===== src/rtl/rgb_pwm_ctrl.sv =====
// Multi-channel PWM dimmer with key-driven UP/DOWN level adjust and a BREATH mode
// that ramps all levels together between LVL_MIN and LVL_MAX.
module rgb_pwm_ctrl #(
  parameter int unsigned CH       = 3,
  parameter int unsigned LVL_W    = 8,
  parameter int unsigned LVL_MIN  = 1,
  parameter int unsigned LVL_MAX  = 25,
  parameter int unsigned STEP_CYC = 1000000
) (
  input  logic                  clk,
  input  logic                  rst_n,
  input  logic [CH-1:0]         key_ch_i,
  input  logic                  key_mode_i,
  output logic [CH-1:0]         pwm_out_o,
  output logic [CH*LVL_W-1:0]   level_bus_o,
  output logic [1:0]            mode_o
);

  typedef enum logic [1:0] {
    ModeUp     = 2'd0,
    ModeDown   = 2'd1,
    ModeBreath = 2'd2,
    ModeRsvd   = 2'd3
  } mode_e;

  localparam int unsigned StepW = (STEP_CYC > 1) ? $clog2(STEP_CYC) : 1;
  localparam logic [StepW-1:0] StepLast = StepW'(STEP_CYC - 1);
  localparam logic [LVL_W-1:0] LvlMin   = LVL_W'(LVL_MIN);
  localparam logic [LVL_W-1:0] LvlMax   = LVL_W'(LVL_MAX);
  localparam logic [LVL_W-1:0] PwmLast  = LVL_W'(LVL_MAX - 1);

  mode_e            mode_q, mode_d;
  logic [LVL_W-1:0] level_q  [CH];
  logic [LVL_W-1:0] level_d  [CH];
  logic [LVL_W-1:0] shadow_q [CH];
  logic [LVL_W-1:0] shadow_d [CH];
  logic [LVL_W-1:0] pwm_cnt_q, pwm_cnt_d;
  logic [CH-1:0]    pwm_q, pwm_d;
  logic             dir_up_q, dir_up_d;
  logic [StepW-1:0] step_q, step_d;
  logic             step_tc, wrap, any_at_max, any_at_min, step_up, key_ok;

  always_comb begin
    mode_d = mode_q;
    case (mode_q)
      ModeUp:     if (key_mode_i) mode_d = ModeDown;
      ModeDown:   if (key_mode_i) mode_d = ModeBreath;
      ModeBreath: if (key_mode_i) mode_d = ModeUp;
      default:    mode_d = ModeUp;
    endcase
  end

  always_comb begin
    any_at_max = 1'b0;
    any_at_min = 1'b0;
    for (int i = 0; i < CH; i++) begin
      if (level_q[i] >= LvlMax) any_at_max = 1'b1;
      if (level_q[i] <= LvlMin) any_at_min = 1'b1;
    end
  end

  // A blocked step in the current direction is replaced by a step the other way.
  assign step_up = dir_up_q ? !any_at_max : any_at_min;
  assign step_tc = (step_q == StepLast);
  assign key_ok  = !key_mode_i && $onehot(key_ch_i);

  always_comb begin
    step_d   = step_q;
    dir_up_d = dir_up_q;
    if (mode_q == ModeBreath) begin
      step_d = step_tc ? '0 : step_q + StepW'(1);
      if (step_tc) dir_up_d = step_up;
    end
    if (mode_d == ModeBreath && mode_q != ModeBreath) begin
      step_d   = '0;
      dir_up_d = 1'b1;
    end
  end

  always_comb begin
    for (int i = 0; i < CH; i++) begin
      level_d[i] = level_q[i];
      if (mode_q == ModeBreath) begin
        if (step_tc) begin
          if (step_up) level_d[i] = (level_q[i] >= LvlMax) ? LvlMax : level_q[i] + LVL_W'(1);
          else         level_d[i] = (level_q[i] <= LvlMin) ? LvlMin : level_q[i] - LVL_W'(1);
        end
      end else if (key_ok && key_ch_i[i]) begin
        if (mode_q == ModeUp)
          level_d[i] = (level_q[i] >= LvlMax) ? LvlMax : level_q[i] + LVL_W'(1);
        else if (mode_q == ModeDown)
          level_d[i] = (level_q[i] <= LvlMin) ? LvlMin : level_q[i] - LVL_W'(1);
      end
    end
  end

  assign wrap      = (pwm_cnt_q == PwmLast);
  assign pwm_cnt_d = wrap ? '0 : pwm_cnt_q + LVL_W'(1);

  // Shadows only change at the period boundary so a level edit never splits a period.
  always_comb begin
    for (int i = 0; i < CH; i++) begin
      shadow_d[i] = wrap ? level_q[i] : shadow_q[i];
      pwm_d[i]    = (pwm_cnt_q < shadow_q[i]);
    end
  end

  always_ff @(posedge clk or negedge rst_n) begin
    if (!rst_n) begin
      mode_q    <= ModeUp;
      dir_up_q  <= 1'b1;
      step_q    <= '0;
      pwm_cnt_q <= '0;
      pwm_q     <= '0;
      for (int i = 0; i < CH; i++) begin
        level_q[i]  <= LvlMin;
        shadow_q[i] <= LvlMin;
      end
    end else begin
      mode_q    <= mode_d;
      dir_up_q  <= dir_up_d;
      step_q    <= step_d;
      pwm_cnt_q <= pwm_cnt_d;
      pwm_q     <= pwm_d;
      for (int i = 0; i < CH; i++) begin
        level_q[i]  <= level_d[i];
        shadow_q[i] <= shadow_d[i];
      end
    end
  end

  always_comb begin
    for (int i = 0; i < CH; i++) level_bus_o[i*LVL_W +: LVL_W] = level_q[i];
  end

  assign pwm_out_o = pwm_q;
  assign mode_o    = mode_q;

endmodule


===== config.mk =====
export PLATFORM = sky130hd
export DESIGN_NAME = rgb_pwm_ctrl
export DESIGN_NICKNAME = d
export VERILOG_FILES = /design/src/rtl/rgb_pwm_ctrl.sv
export SDC_FILE = /design/constraint.sdc
export NUM_CORES = 1
export LEC_CHECK = 0
export BUFFER_PORTS_ARGS = -buffer_cell sky130_fd_sc_hd__buf_2
export CORE_AREA = 2 2 94 96
export DETAILED_ROUTE_END_ITERATION = 7
export DIE_AREA = 0 0 96 98
export GPL_TIMING_DRIVEN = 0
export HOLD_SLACK_MARGIN = 0.1
export PLACE_DENSITY = 0.82
export SKIP_CTS_REPAIR_TIMING = 1
export SYNTH_ARGS = -nofsm -noshare
export SYNTH_HDL_FRONTEND = slang
export SYNTH_SLANG_ARGS = --single-unit

===== constraint.sdc =====
create_clock -name clk -period 2.9 [get_ports clk]
set_input_delay 0.145 -clock clk [delete_from_list [all_inputs] [get_ports clk]]
set_output_delay 0.145 -clock clk [all_outputs]
set_load 0.01 [all_outputs]

== Word-level counts from Yosys, hierarchy flattened ==
Cells that the tools add are included.
Cells by class
  multiply operators: 0
  shift operators: 0
  reduce and logical (&&, ||, !) cells: 18
  div/mod/pow operators: 0
  $add $sub $neg: 10
  bitwise operators: 0
  $lt $le $gt $ge: 9
  equal/unequal tests: 8
  multiplexer cells: 42
Operators with widths (number)
  $mux W8: 25
  $mux W20: 3
  $add A8 B1 Y8 const B: 4
  $ge A8 B5 Y1 const B: 3
  $le A8 B1 Y1 const B: 3
  $lt A8 B8 Y1: 3
  $sub A8 B1 Y8 const B: 3
  $add A20 B1 Y20 const B: 1
  $eq A20 B20 Y1 const B: 1
  $mux W1: 10
  $reduce_bool A2 Y1: 5
  $reduce_and A3 Y1: 3
  $eq A8 B5 Y1 const B: 1
  $mux W2: 3
  $pmux W2 S3: 1
  $logic_and A1 B1 Y1: 5
  $eq A2 B1 Y1 const B: 2
  $eq A2 B2 Y1 const B: 2
  $ne A2 B2 Y1 const B: 2
  $reduce_bool A3 Y1: 1
  $add A1 B1 Y2: 1
  $add A2 B1 Y2: 1
  $logic_not A1 Y1: 2
  $logic_not A2 Y1: 1
  $reduce_and A2 Y1: 1
Word-level totals
  logic and storage cells: 98
  RAM bits: 0
  memories kept: 0
  input bits: 6
  ROM bits: 0
  register bits: 82
  output and inout bits: 29
  bits in latches: 0

== Depth between registers and ports, before layout ==
Gate-level depths: netlist of the first run.
  depth in word-level cells: 9
  mapped depth: 12
  mapped depth without buffers: 9

== Worst setup path before layout of the first run ==
Ideal clock, no wire load.
  path kind: register -> register
  start: reg level_q, in the netlist level_bus_o[9]
  end: reg level_q, in the netlist level_bus_o[14]
  arrival time: 2576 ps
  path slack: 195 ps
  cell stages (with the launch flop): 13
  setup time: 129 ps
  cell sequence: dfrtp_1 inv_1 ha_1 clkbuf_2 or3b_2 a31oi_1 nand4_1 a21oi_4 buf_6 buf_4 a211oi_1 o21ai_0 o21ai_0
Between the ends
  longest elaborated chain between the ends: 8
  elaborated cells on any way between the ends: 18
RTL lines
  start: declaration: line 33  | logic [LVL_W-1:0] level_q [CH];
  start signal: indexed assignment: line 116  | level_q[i] <= LvlMin;
  start signal: indexed assignment: line 126  | level_q[i] <= level_d[i];
  $ge A8 B5 Y1: line 57, 85, 90
  $mux W1 (2 in a row): line 57  | if (level_q[i] >= LvlMax) any_at_max = 1'b1;
  $logic_not A1 Y1: line 63  | assign step_up = dir_up_q ? !any_at_max : any_at_min;
  $mux W1: line 63
  $mux W8: line 85  | if (step_up) level_d[i] = (level_q[i] >= LvlMax) ? LvlMax : level_q[i] + LVL_W'(1);
  $mux W8: line 84  | if (step_tc) begin
  $mux W8 *: line 83  | if (mode_q == ModeBreath) begin
Mark *: on every way between the ends. The rest lies on a longest branch, timed or not. The select of a mux whose other input is x is not followed.
A chain may end at the register's enable or synchronous reset.

== Worst setup path after layout of the first run ==
  start: reg level_q, in the netlist level_bus_o[1]
  end: reg level_q, in the netlist level_bus_o[2]
Between the ends
  longest elaborated chain between the ends: 9
  elaborated cells on any way between the ends: 20
RTL lines (line)
  $ge A8 B5 Y1: 57, 85, 90
  $mux W1 (3 in a row): 57
  $logic_not A1 Y1: 63
  $mux W1: 63
  $mux W8: 85
  $mux W8: 84
  $mux W8 *: 83
Marks and branches as above.

==> parameters.txt, run 1 <==
Parameter                              Value

Status
  Status    completed

Yosys
  Number of storage elements in the synthesis netlist    82
  Proportion of synthesized area in mux cells    0.00204
  Number of flops mapped to enable cells by yosys    0
  Xor/xnor cell area share of the yosys netlist    0.0215
  FFs w/ async S/R, synth    1.00
  Yosys synthesis warning count    0
  Number of nets in the synthesized netlist    602
  Largest family of logic cells by synthesized area    simple AND/OR/NAND/NOR gates
  Cell area after technology mapping    4900 um^2
  Sequential element share of the synthesized area    0.421
  Adder-Cell Fraction of Synth Area    0.0884
  Gate count after technology mapping    562
  Compound-gate portion of the synthesized area    0.194
  Post-synthesis cell type count    59
  Leading register cell type out of synthesis    sky130_fd_sc_hd__dfrtp_1
  Average cell area after synthesis    8.72 um^2
  Simple logic cell fraction of the synthesized area    0.222

Timing
  Max-slew violation count    0
  Max Clock Skew    9.46 ps
  Hold Vio Cnt, Final    0
  Minimum period implied by the final worst setup slack    2850 ps
  Maximum clock frequency    0.350 GHz
  Worst Slack Setup Final    45.6 ps
  Slew of the pin with the lowest slew margin    1210 ps
  Worst slew margin relative to its limit    0.181
  Final hold slack    208 ps
  Final setup vio count    0
  Final worst-path cycle share    0.984

Routing
  Average wire length per cell after detail routing    16.4 um
  Average vias per placed instance    6.07
  Final wirelength    12100 um
  Post-route DRC    0
  Number of optimization iterations in the first detailed-route pass    5
  Antenna-violating nets left    0
  Detailed Route Iter0 Violations    301
  Count of vias placed by the detailed router    4471

Finish
  Filler Cell Count    671
  Finished layout cell area    5710 um^2
  Inserted Diodes    0
  Signed area change from the synthesized netlist to the final layout    16.6%
  Post-route core utilization    0.675
  Fraction of layout instances using a drive strength above 1    0.158
  Most frequent cells in the layout    73 x sky130_fd_sc_hd__dfrtp_1, 71 x sky130_fd_sc_hd__o21ai_0, 58 x sky130_fd_sc_hd__nand2_1
  Net count reported at finish    663
  Most frequent standard cell in the layout excluding fill and tap cells    sky130_fd_sc_hd__dfrtp_1

Critical path
  Setup slack of the worst register-to-register path    50 ps
  Count of cells along the worst register-to-register path    11
  Largest fanout of any net on the critical path    8
  Reg-to-Reg Start    level_bus_o[1]
  Crit Reg-Reg Endpoint    level_bus_o[2]
  Element type at the critical path start    flop
  Path type of the worst setup path    reg2reg
  Data arrival at the endpoint of the critical path    3080 ps
  WP data required    3130 ps
  Sort of element at the end of the critical path    flop

Floorplanning
  DIE WIDTH    96 um
  I/O pin count    35
  Core area    8470 um^2
  Y dimension of the die    98 um
  Site row count    34
  Initial cell density of the core    0.579
  Floorplan die area    9410 um^2

Clocking
  Worst-case clock buffer depth    2
  Latest clock arrival within the worst-skew pair    370 ps
  Worst-path clk slew    90 ps
  Total number of clock tree sinks    82
  CTS buffer count    9
  Number of levels in the clock H-tree    3
  Buffer type at the clock tree root    sky130_fd_sc_hd__clkbuf_8
  CTS tree    yes

Hold path
  Worst min path class    in2async

Flow run
  Max_cap viols    0

GRT
  Overflow left after global routing    0
  Maximum number of pins on one net before global-route repair    61
  All-Layer GR Usage    0.266
  Wire length of the first global-routing pass    19900 um
  Initial antenna violation count    0
  Via count of the first global-routing pass    4217

Power
  Static Leakage    2.64 nW
  IR drop worst, VDD    561 uV
  Power density of the placed cells    840 nW/um^2

Placed design
  Pre-CTS setup slack    -306 ps
  Placed Area    5240 um^2
  Number of input and output port buffers inserted    34
  Routability congestion estimate    0.867
  Post-DP HPWL    8360 um
==> cells in the mapped netlist (2+ instances only) <==
library cell | instances | area share
sky130_fd_sc_hd__clkbuf_1 | 17 | 0.013
sky130_fd_sc_hd__a21oi_1 | 24 | 0.025
sky130_fd_sc_hd__a31oi_1 | 7 | 0.0089
sky130_fd_sc_hd__o21ai_1 | 3 | 0.0031
sky130_fd_sc_hd__xor2_1 | 5 | 0.0089
sky130_fd_sc_hd__nand2_1 | 58 | 0.044
sky130_fd_sc_hd__o41ai_1 | 3 | 0.0054
sky130_fd_sc_hd__nand4_1 | 9 | 0.011
sky130_fd_sc_hd__o31a_1 | 2 | 0.0036
sky130_fd_sc_hd__buf_6 | 2 | 0.0046
sky130_fd_sc_hd__a211o_1 | 3 | 0.0054
sky130_fd_sc_hd__o31ai_1 | 7 | 0.011
sky130_fd_sc_hd__nor3_1 | 23 | 0.023
sky130_fd_sc_hd__nand2b_1 | 9 | 0.011
sky130_fd_sc_hd__xnor2_1 | 7 | 0.013
sky130_fd_sc_hd__nor4_1 | 4 | 0.0051
sky130_fd_sc_hd__nor2_1 | 49 | 0.038
sky130_fd_sc_hd__nor4b_1 | 3 | 0.0054
sky130_fd_sc_hd__o21ai_0 | 72 | 0.074
sky130_fd_sc_hd__dfstp_2 | 7 | 0.038
sky130_fd_sc_hd__a21o_1 | 10 | 0.015
sky130_fd_sc_hd__nand3_1 | 23 | 0.023
sky130_fd_sc_hd__or3b_2 | 2 | 0.0036
sky130_fd_sc_hd__or3_1 | 4 | 0.0051
sky130_fd_sc_hd__a22oi_1 | 2 | 0.0031
sky130_fd_sc_hd__and2_1 | 5 | 0.0064
sky130_fd_sc_hd__ha_1 | 33 | 0.084
sky130_fd_sc_hd__inv_1 | 39 | 0.030
sky130_fd_sc_hd__a211oi_1 | 7 | 0.011
sky130_fd_sc_hd__and3_1 | 11 | 0.014
sky130_fd_sc_hd__nor3b_1 | 2 | 0.0031
sky130_fd_sc_hd__nor2b_1 | 8 | 0.010
sky130_fd_sc_hd__o211a_1 | 2 | 0.0041
sky130_fd_sc_hd__dfrtp_1 | 75 | 0.38
==> routing by layer <==
layer | up-vias | global-route usage | routed length [um]
met2 | 153 | 0.429 | 6060
met5 | - | 0 | 0
met3 | 24 | 0.0417 | 523
li1 | 2118 | - | -
met1 | 2176 | 0.355 | 5260
met4 | 0 | 0.113 | 242
==> cell type report <==
type	count	area [um^2]	area share
Timing Repair Buffer	50	335	0.0587
Clock inverter	5	85.1	0.0149
Buffer	22	115	0.0201
Tap cell	108	135	0.0236
Inverter	39	146	0.0256
Clock buffer	11	151	0.0265
Multi-Input combinational cell	419	2680	0.469
Sequential cell	82	2060	0.361
==> worst max-delay path by stage <==
stage	from	to	slack, ps	cells after the start
final	level_bus_o[1]	level_bus_o[2]	50	11
after detailed placement	level_bus_o[9]	level_bus_o[20]	-310	10
after global placement	level_bus_o[17]	level_bus_o[20]	-270	10
after CTS	level_bus_o[17]	level_bus_o[20]	-320	10
after floorplan	level_bus_o[9]	level_bus_o[14]	190	12
after global routing	level_bus_o[1]	level_bus_o[14]	-90	12
==> registers in the layout, indices dropped and copies added (netlist names) <==
signal,count
level_bus_o,24
shadow_q,24
step_q,20
pwm_cnt_q,8
pwm_out_o,3
mode_o,2
dir_up_q,1
==> through the flow <==
step / setup TNS (ps) / cells / total power [mW]
2_1_floorplan: 0 / 562 / 2.90
3_3_place_gp: -1580 / 704 / 3.36
3_5_place_dp: -2210 / 705 / 3.46
4_1_cts: -2620 / 721 / 4.44
5_1_grt: -332 / 736 / 5.10
6_report: 0 / 736 / 4.80
==> kinds of logic after synthesis <==
kind of cell             count (synthesis)
multiplexers                             1
AO/OA/AOI/OAI                          154
AND/OR/NAND/NOR                        218
buffers and inverters                   61
flip-flops                              82
XOR/XNOR                                12
adder cells (fa/ha/maj)                 34
==> critical path, stage by stage (launching register included) <==
cell                       delay (ps)
sky130_fd_sc_hd__dfrtp_2          450
sky130_fd_sc_hd__inv_1            190
sky130_fd_sc_hd__ha_4             210
sky130_fd_sc_hd__or3b_2           470
sky130_fd_sc_hd__a31oi_2          270
sky130_fd_sc_hd__nand4_1          120
sky130_fd_sc_hd__buf_4            180
sky130_fd_sc_hd__a21oi_4          220
sky130_fd_sc_hd__buf_4            170
sky130_fd_sc_hd__nor2_4            50
sky130_fd_sc_hd__a221oi_1         280
sky130_fd_sc_hd__o31ai_1          120
==> power by group <==
part	internal, mW	total [mW]	switching (mW)
Clock	0.537	0.982	0.445
Sequential	1.41	1.59	0.184
Combinational	0.899	2.22	1.32
Total	2.85	4.80	1.95
No activity file was read; power rests on OpenSTA's default activity.
==> inputs of run 2 (changes only) <==
PLACE_DENSITY = 0.78   (was 0.82)
==> run 2 against run 1 <==
Net effect:
- core utilization is 0.44 points lower
- sequential cell count unchanged
- final cell count decreased by 0.14%
- clock skew is 2.2 ps lower
- setup slack improved by 42 ps
- clock-buffer cell count unchanged
- clock power down 27%
- critical path depth grew 3
- hold slack improved by 48 ps
- global-route usage shrank 0.54 points
- maximum frequency rose by 1.5%
==> parameters.txt, run 2 (synthesis results as in run 1) <==
Parameter                              Value

Clocking
  Latest clock arrival within the worst-skew pair    360 ps
  CTS tree    yes
  Buffer type at the clock tree root    sky130_fd_sc_hd__clkbuf_8
  Worst-path clk slew    80 ps
  Total number of clock tree sinks    82
  CTS buffer count    9
  Number of levels in the clock H-tree    3
  Worst-case clock buffer depth    2

Timing
  Final setup vio count    0
  Worst slew margin relative to its limit    0.180
  Max-slew violation count    0
  Slew of the pin with the lowest slew margin    1210 ps
  Final worst-path cycle share    0.970
  Maximum clock frequency    0.356 GHz
  Minimum period implied by the final worst setup slack    2810 ps
  Max Clock Skew    7.30 ps
  Hold Vio Cnt, Final    0

Floorplanning
  I/O pin count    35
  Floorplan die area    9410 um^2
  DIE WIDTH    96 um
  Initial cell density of the core    0.579
  Site row count    34
  Core area    8470 um^2
  Y dimension of the die    98 um

Hold path
  Beginning of the worst hold path    key_ch_i[0]
  Worst min path class    in2reg

Routing
  Antenna-violating nets left    0
  Count of vias placed by the detailed router    4474
  Average wire length per cell after detail routing    16.5 um
  Number of optimization iterations in the first detailed-route pass    5
  Final wirelength    12100 um
  Post-route DRC    0
  Average vias per placed instance    6.09
  Detailed Route Iter0 Violations    328

Critical path
  Worst setup path startpoint    level_bus_o[8]
  Data arrival at the endpoint of the critical path    3080 ps
  Path type of the worst setup path    reg2reg
  Series of cell instances along the critical path    inv_1 -> ha_1 -> buf_4 -> nor2_2 -> nor4_4 -> buf_4 -> o41ai_4 -> buf_6 -> a21oi_4 -> buf_8 -> buf_8 -> nor3_1 -> o21ai_1 -> o31ai_1
  End point of the critical path    level_bus_o[7]
  Sort of element at the end of the critical path    flop
  Setup slack of the worst register-to-register path    90 ps
  Crit Reg-Reg Endpoint    level_bus_o[7]
  Element type at the critical path start    flop
  WP data required    3170 ps
  Longest individual stage delay on the worst path    570 ps
  Count of cells along the worst register-to-register path    14
  Reg-to-Reg Start    level_bus_o[8]
  Slowest stage cell, crit path    sky130_fd_sc_hd__dfstp_2
  Largest fanout of any net on the critical path    10

Finish
  Signed area change from the synthesized netlist to the final layout    15.9%
  Inserted Diodes    0
  Finished layout cell area    5680 um^2
  Most frequent standard cell in the layout excluding fill and tap cells    sky130_fd_sc_hd__dfrtp_1
  Most frequent cells in the layout    73 x sky130_fd_sc_hd__dfrtp_1, 72 x sky130_fd_sc_hd__o21ai_0, 58 x sky130_fd_sc_hd__nand2_1
  Filler Cell Count    674
  Fraction of layout instances using a drive strength above 1    0.164
  Number of standard cells in the final layout excluding fillers    735
  Net count reported at finish    662

Placed design
  Placed Cells incl. Taps    705
  Number of input and output port buffers inserted    34
  Placed Area    5240 um^2
  Routability congestion estimate    0.872
  Post-DP HPWL    8470 um

GRT
  Wire length of the first global-routing pass    19400 um
  Met1 GRT Util    0.355
  Via count of the first global-routing pass    4123
  Overflow left after global routing    0
  All-Layer GR Usage    0.261
  Met3 usage    0.0347
  Met2 Track Usage GR    0.419
  Initial antenna violation count    0
  Grt peak-use layer    met2
  Maximum number of pins on one net before global-route repair    51

Power
  Power density of the placed cells    810 nW/um^2
  IR drop worst, VDD    545 uV
  Static Leakage    2.61 nW

Flow run
  Max_cap viols    0

Status
  Status    completed
run 2: cell types whose count changed in the layout (fill, tap and decap cells not counted), moves of 2 or more:
cell	previous run	this run
sky130_fd_sc_hd__a211oi_2	1	3
sky130_fd_sc_hd__bufinv_16	2	0
sky130_fd_sc_hd__clkbuf_1	16	19
sky130_fd_sc_hd__clkbuf_8	11	9
sky130_fd_sc_hd__clkinv_2	0	3
sky130_fd_sc_hd__nor2_1	47	45
sky130_fd_sc_hd__nor2_2	1	3
sky130_fd_sc_hd__o31ai_1	7	5
sky130_fd_sc_hd__o31ai_2	0	2
run 2: worst max-delay path, delay by kind of cell, from the launching register on:
family | cells | cell delay (ps)
flops | 1 | 570
buf+inv | 6 | 930
compound gates | 4 | 620
simple gates | 3 | 390
fa+ha+maj | 1 | 200
run 2: layout make-up:
type | instances | area (um^2) | share of cell area
multi-input combinational | 419 | 2720 | 0.479
buffer | 22 | 120 | 0.0212
timing repair buffer | 49 | 332 | 0.0584
tap | 108 | 135 | 0.0238
inverter | 39 | 146 | 0.0258
sequential | 82 | 2060 | 0.363
clock inverter | 5 | 31.3 | 0.00551
clock buffer | 11 | 131 | 0.0231
run 2: how the worst min path moves through the flow:
stage,slack [ps],to,cells past startpoint
floorplan,-150,level_bus_o[10],0
global placement,420,mode_o[1],2
detailed placement,120,shadow_q[23],1
CTS,-260,shadow_q[23],1
global route,270,level_bus_o[3],3
finish,260,level_bus_o[3],3
run 2: through the flow:
stage	utilization	setup WS [ps]	TNS [ps]	hold slack (ps)	power (mW)
2_1_floorplan	-	195	0	-151	2.90
4_1_cts	0.638	-382	-3730	-263	4.19
3_3_place_gp	0.615	-280	-1720	418	3.37
5_1_grt	0.671	-49.2	-255	272	4.90
6_report	0.671	87.3	0	255	4.60
3_5_place_dp	0.618	-368	-3210	121	3.46
run 2: layer usage:
metal,vias to the layer above,wire length (um)
met4,0,368
met3,39,530
met2,146,5980
met1,2165,5230
li1,2124,-
met5,-,0
run 2: power breakdown:
part | total (mW) | switching [mW] | internal, mW
logic | 2.27 | 1.34 | 0.939
clock network | 0.719 | 0.410 | 0.309
registers | 1.60 | 0.194 | 1.41
==> inputs of run 3 (changes only) <==
==> constraint.sdc (replaced) <==
create_clock -name clk -period 2.9 [get_ports clk]
set_input_delay 0.58 -clock clk [delete_from_list [all_inputs] [get_ports clk]]
set_output_delay 0.58 -clock clk [all_outputs]
set_load 0.01 [all_outputs]
==> run 3 against run 2 <==
Net effect:
- maximum frequency decreased by 1.1%
- clock-buffer cell count unchanged
- global-route usage did not move
- setup slack lost 32 ps
- die area unchanged
- core utilization is 0.16 points lower
- final cell count shrank 0.27%
- sequential cell count is the same
==> parameters.txt, run 3 (synthesis results as in run 1) <==
Parameter                              Value

Status
  Status    completed

Finish
  Number of standard cells in the final layout excluding fillers    733
  Post-route core utilization    0.669
  Inserted Diodes    0
  Area of the multi-input gates    2720 um^2
  Signed area change from the synthesized netlist to the final layout    15.6%
  Area of all sequential standard cells    2060 um^2
  Filler Cell Count    668
  Most frequent cells in the layout    73 x sky130_fd_sc_hd__dfrtp_1, 72 x sky130_fd_sc_hd__o21ai_0, 58 x sky130_fd_sc_hd__nand2_1
  Most frequent standard cell in the layout excluding fill and tap cells    sky130_fd_sc_hd__dfrtp_1
  Net count reported at finish    660
  Fraction of layout instances using a drive strength above 1    0.166

Placed design
  Number of input and output port buffers inserted    34
  Post-DP HPWL    8470 um
  Placed Cells incl. Taps    705
  Routability congestion estimate    0.872
  Pre-CTS setup slack    -368 ps

Routing
  Detailed Route Iter0 Violations    289
  Antenna-violating nets left    0
  Count of vias placed by the detailed router    4480
  Number of optimization iterations in the first detailed-route pass    6
  Post-route DRC    0
  Average vias per placed instance    6.11
  Average wire length per cell after detail routing    16.5 um
  Final wirelength    12100 um

GRT
  Grt peak-use layer    met2
  Met1 GRT Util    0.355
  Overflow left after global routing    0
  All-Layer GR Usage    0.261
  Via count of the first global-routing pass    4123
  Met3 usage    0.0347
  Wire length of the first global-routing pass    19400 um
  Initial antenna violation count    0
  Maximum number of pins on one net before global-route repair    51
  Met2 Track Usage GR    0.419

Floorplanning
  Y dimension of the die    98 um
  Initial cell density of the core    0.579
  Site row count    34
  DIE WIDTH    96 um
  Floorplan die area    9410 um^2
  I/O pin count    35
  Core area    8470 um^2

Flow run
  Max_cap viols    0

Critical path
  Element type at the critical path start    flop
  WP data required    3110 ps
  Largest fanout of any net on the critical path    6
  Path type of the worst setup path    reg2reg
  Data arrival at the endpoint of the critical path    3050 ps
  Slowest stage cell, crit path    sky130_fd_sc_hd__or3b_2
  Series of cell instances along the critical path    inv_2 -> ha_1 -> or3b_2 -> a31oi_2 -> nand4_1 -> buf_4 -> a21oi_4 -> buf_8 -> nor3_1 -> a211oi_1 -> a21oi_1
  Longest individual stage delay on the worst path    480 ps
  Sort of element at the end of the critical path    flop

Clocking
  Worst-path clk slew    80 ps
  CTS buffer count    9
  Latest clock arrival within the worst-skew pair    360 ps
  Buffer type at the clock tree root    sky130_fd_sc_hd__clkbuf_8
  Number of levels in the clock H-tree    3
  Total number of clock tree sinks    82
  CTS tree    yes
  Worst-case clock buffer depth    2

Timing
  Minimum period implied by the final worst setup slack    2840 ps
  Hold Vio Cnt, Final    0
  Slew of the pin with the lowest slew margin    765 ps
  Final worst-path cycle share    0.981
  Maximum clock frequency    0.351 GHz
  Final setup vio count    0
  Max Clock Skew    8.11 ps
  Max-slew violation count    0
  Worst Slack Setup Final    55.0 ps
  Worst slew margin relative to its limit    0.490

Hold path
  Worst min path class    in2async

Power
  Overall Power    4.61 mW
  Power density of the placed cells    814 nW/um^2
  IR drop worst, VDD    537 uV
  Static Leakage    2.60 nW
run 3: cell count changes in the layout (fill, tap and decap cells not counted):
| cell | delta |
|---|---|
| sky130_fd_sc_hd__nor4b_1 | -1 |
| sky130_fd_sc_hd__nor4b_2 | +1 |
| sky130_fd_sc_hd__dlygate4sd3_1 | -2 |
run 3: power by group:
group / total [mW] / internal [mW] / switching [mW]
clock network: 0.723 / 0.309 / 0.414
registers: 1.61 / 1.41 / 0.194
logic: 2.28 / 0.939 / 1.34
run 3: final timing paths:
kind                           startpoint               to  slack (ps)  cells past startpoint
max                        level_bus_o[1]  level_bus_o[17]          60                     11
min                                 rst_n     shadow_q[23]         160                      1
max reg2reg                level_bus_o[1]  level_bus_o[17]          60                     11
min reg2reg                   shadow_q[9]      shadow_q[9]         490                      2
max in group asynchronous           rst_n      shadow_q[0]        2090                      2
min in group clk               key_mode_i        mode_o[1]         490                      2
run 3: worst max-delay path, delay by kind of cell (launching register included):
kind            cells  cell delay, ps
simple gates        3             660
flops               1             450
fa+ha+maj           1             220
compound gates      4             900
buf+inv             3             460
run 3: final cells by class:
cell class | count | area share
multi-input cells | 419 | 0.481
flip-flops and latches | 82 | 0.364
repair buffers | 47 | 0.0550
inverters | 39 | 0.0259
well taps | 108 | 0.0239
clock buffers | 11 | 0.0232
plain buffers | 22 | 0.0212
clock inverters | 5 | 0.00552
run 3: routing by layer:
layer	routed length [um]	vias up
met2	5930	185
met1	5120	2138
met5	0	-
met4	399	0
met3	635	44
li1	-	2113
run 3: metrics by stage:
step                instance area (um^2)  hold WS (ps)  setup TNS (ps)
floorplan                           4900           284               0
global placement                    5200           465           -2230
detailed placement                  5240           472           -3680
CTS                                 5400           172           -3730
global route                        5660           190            -448
finish                              5660           157               0
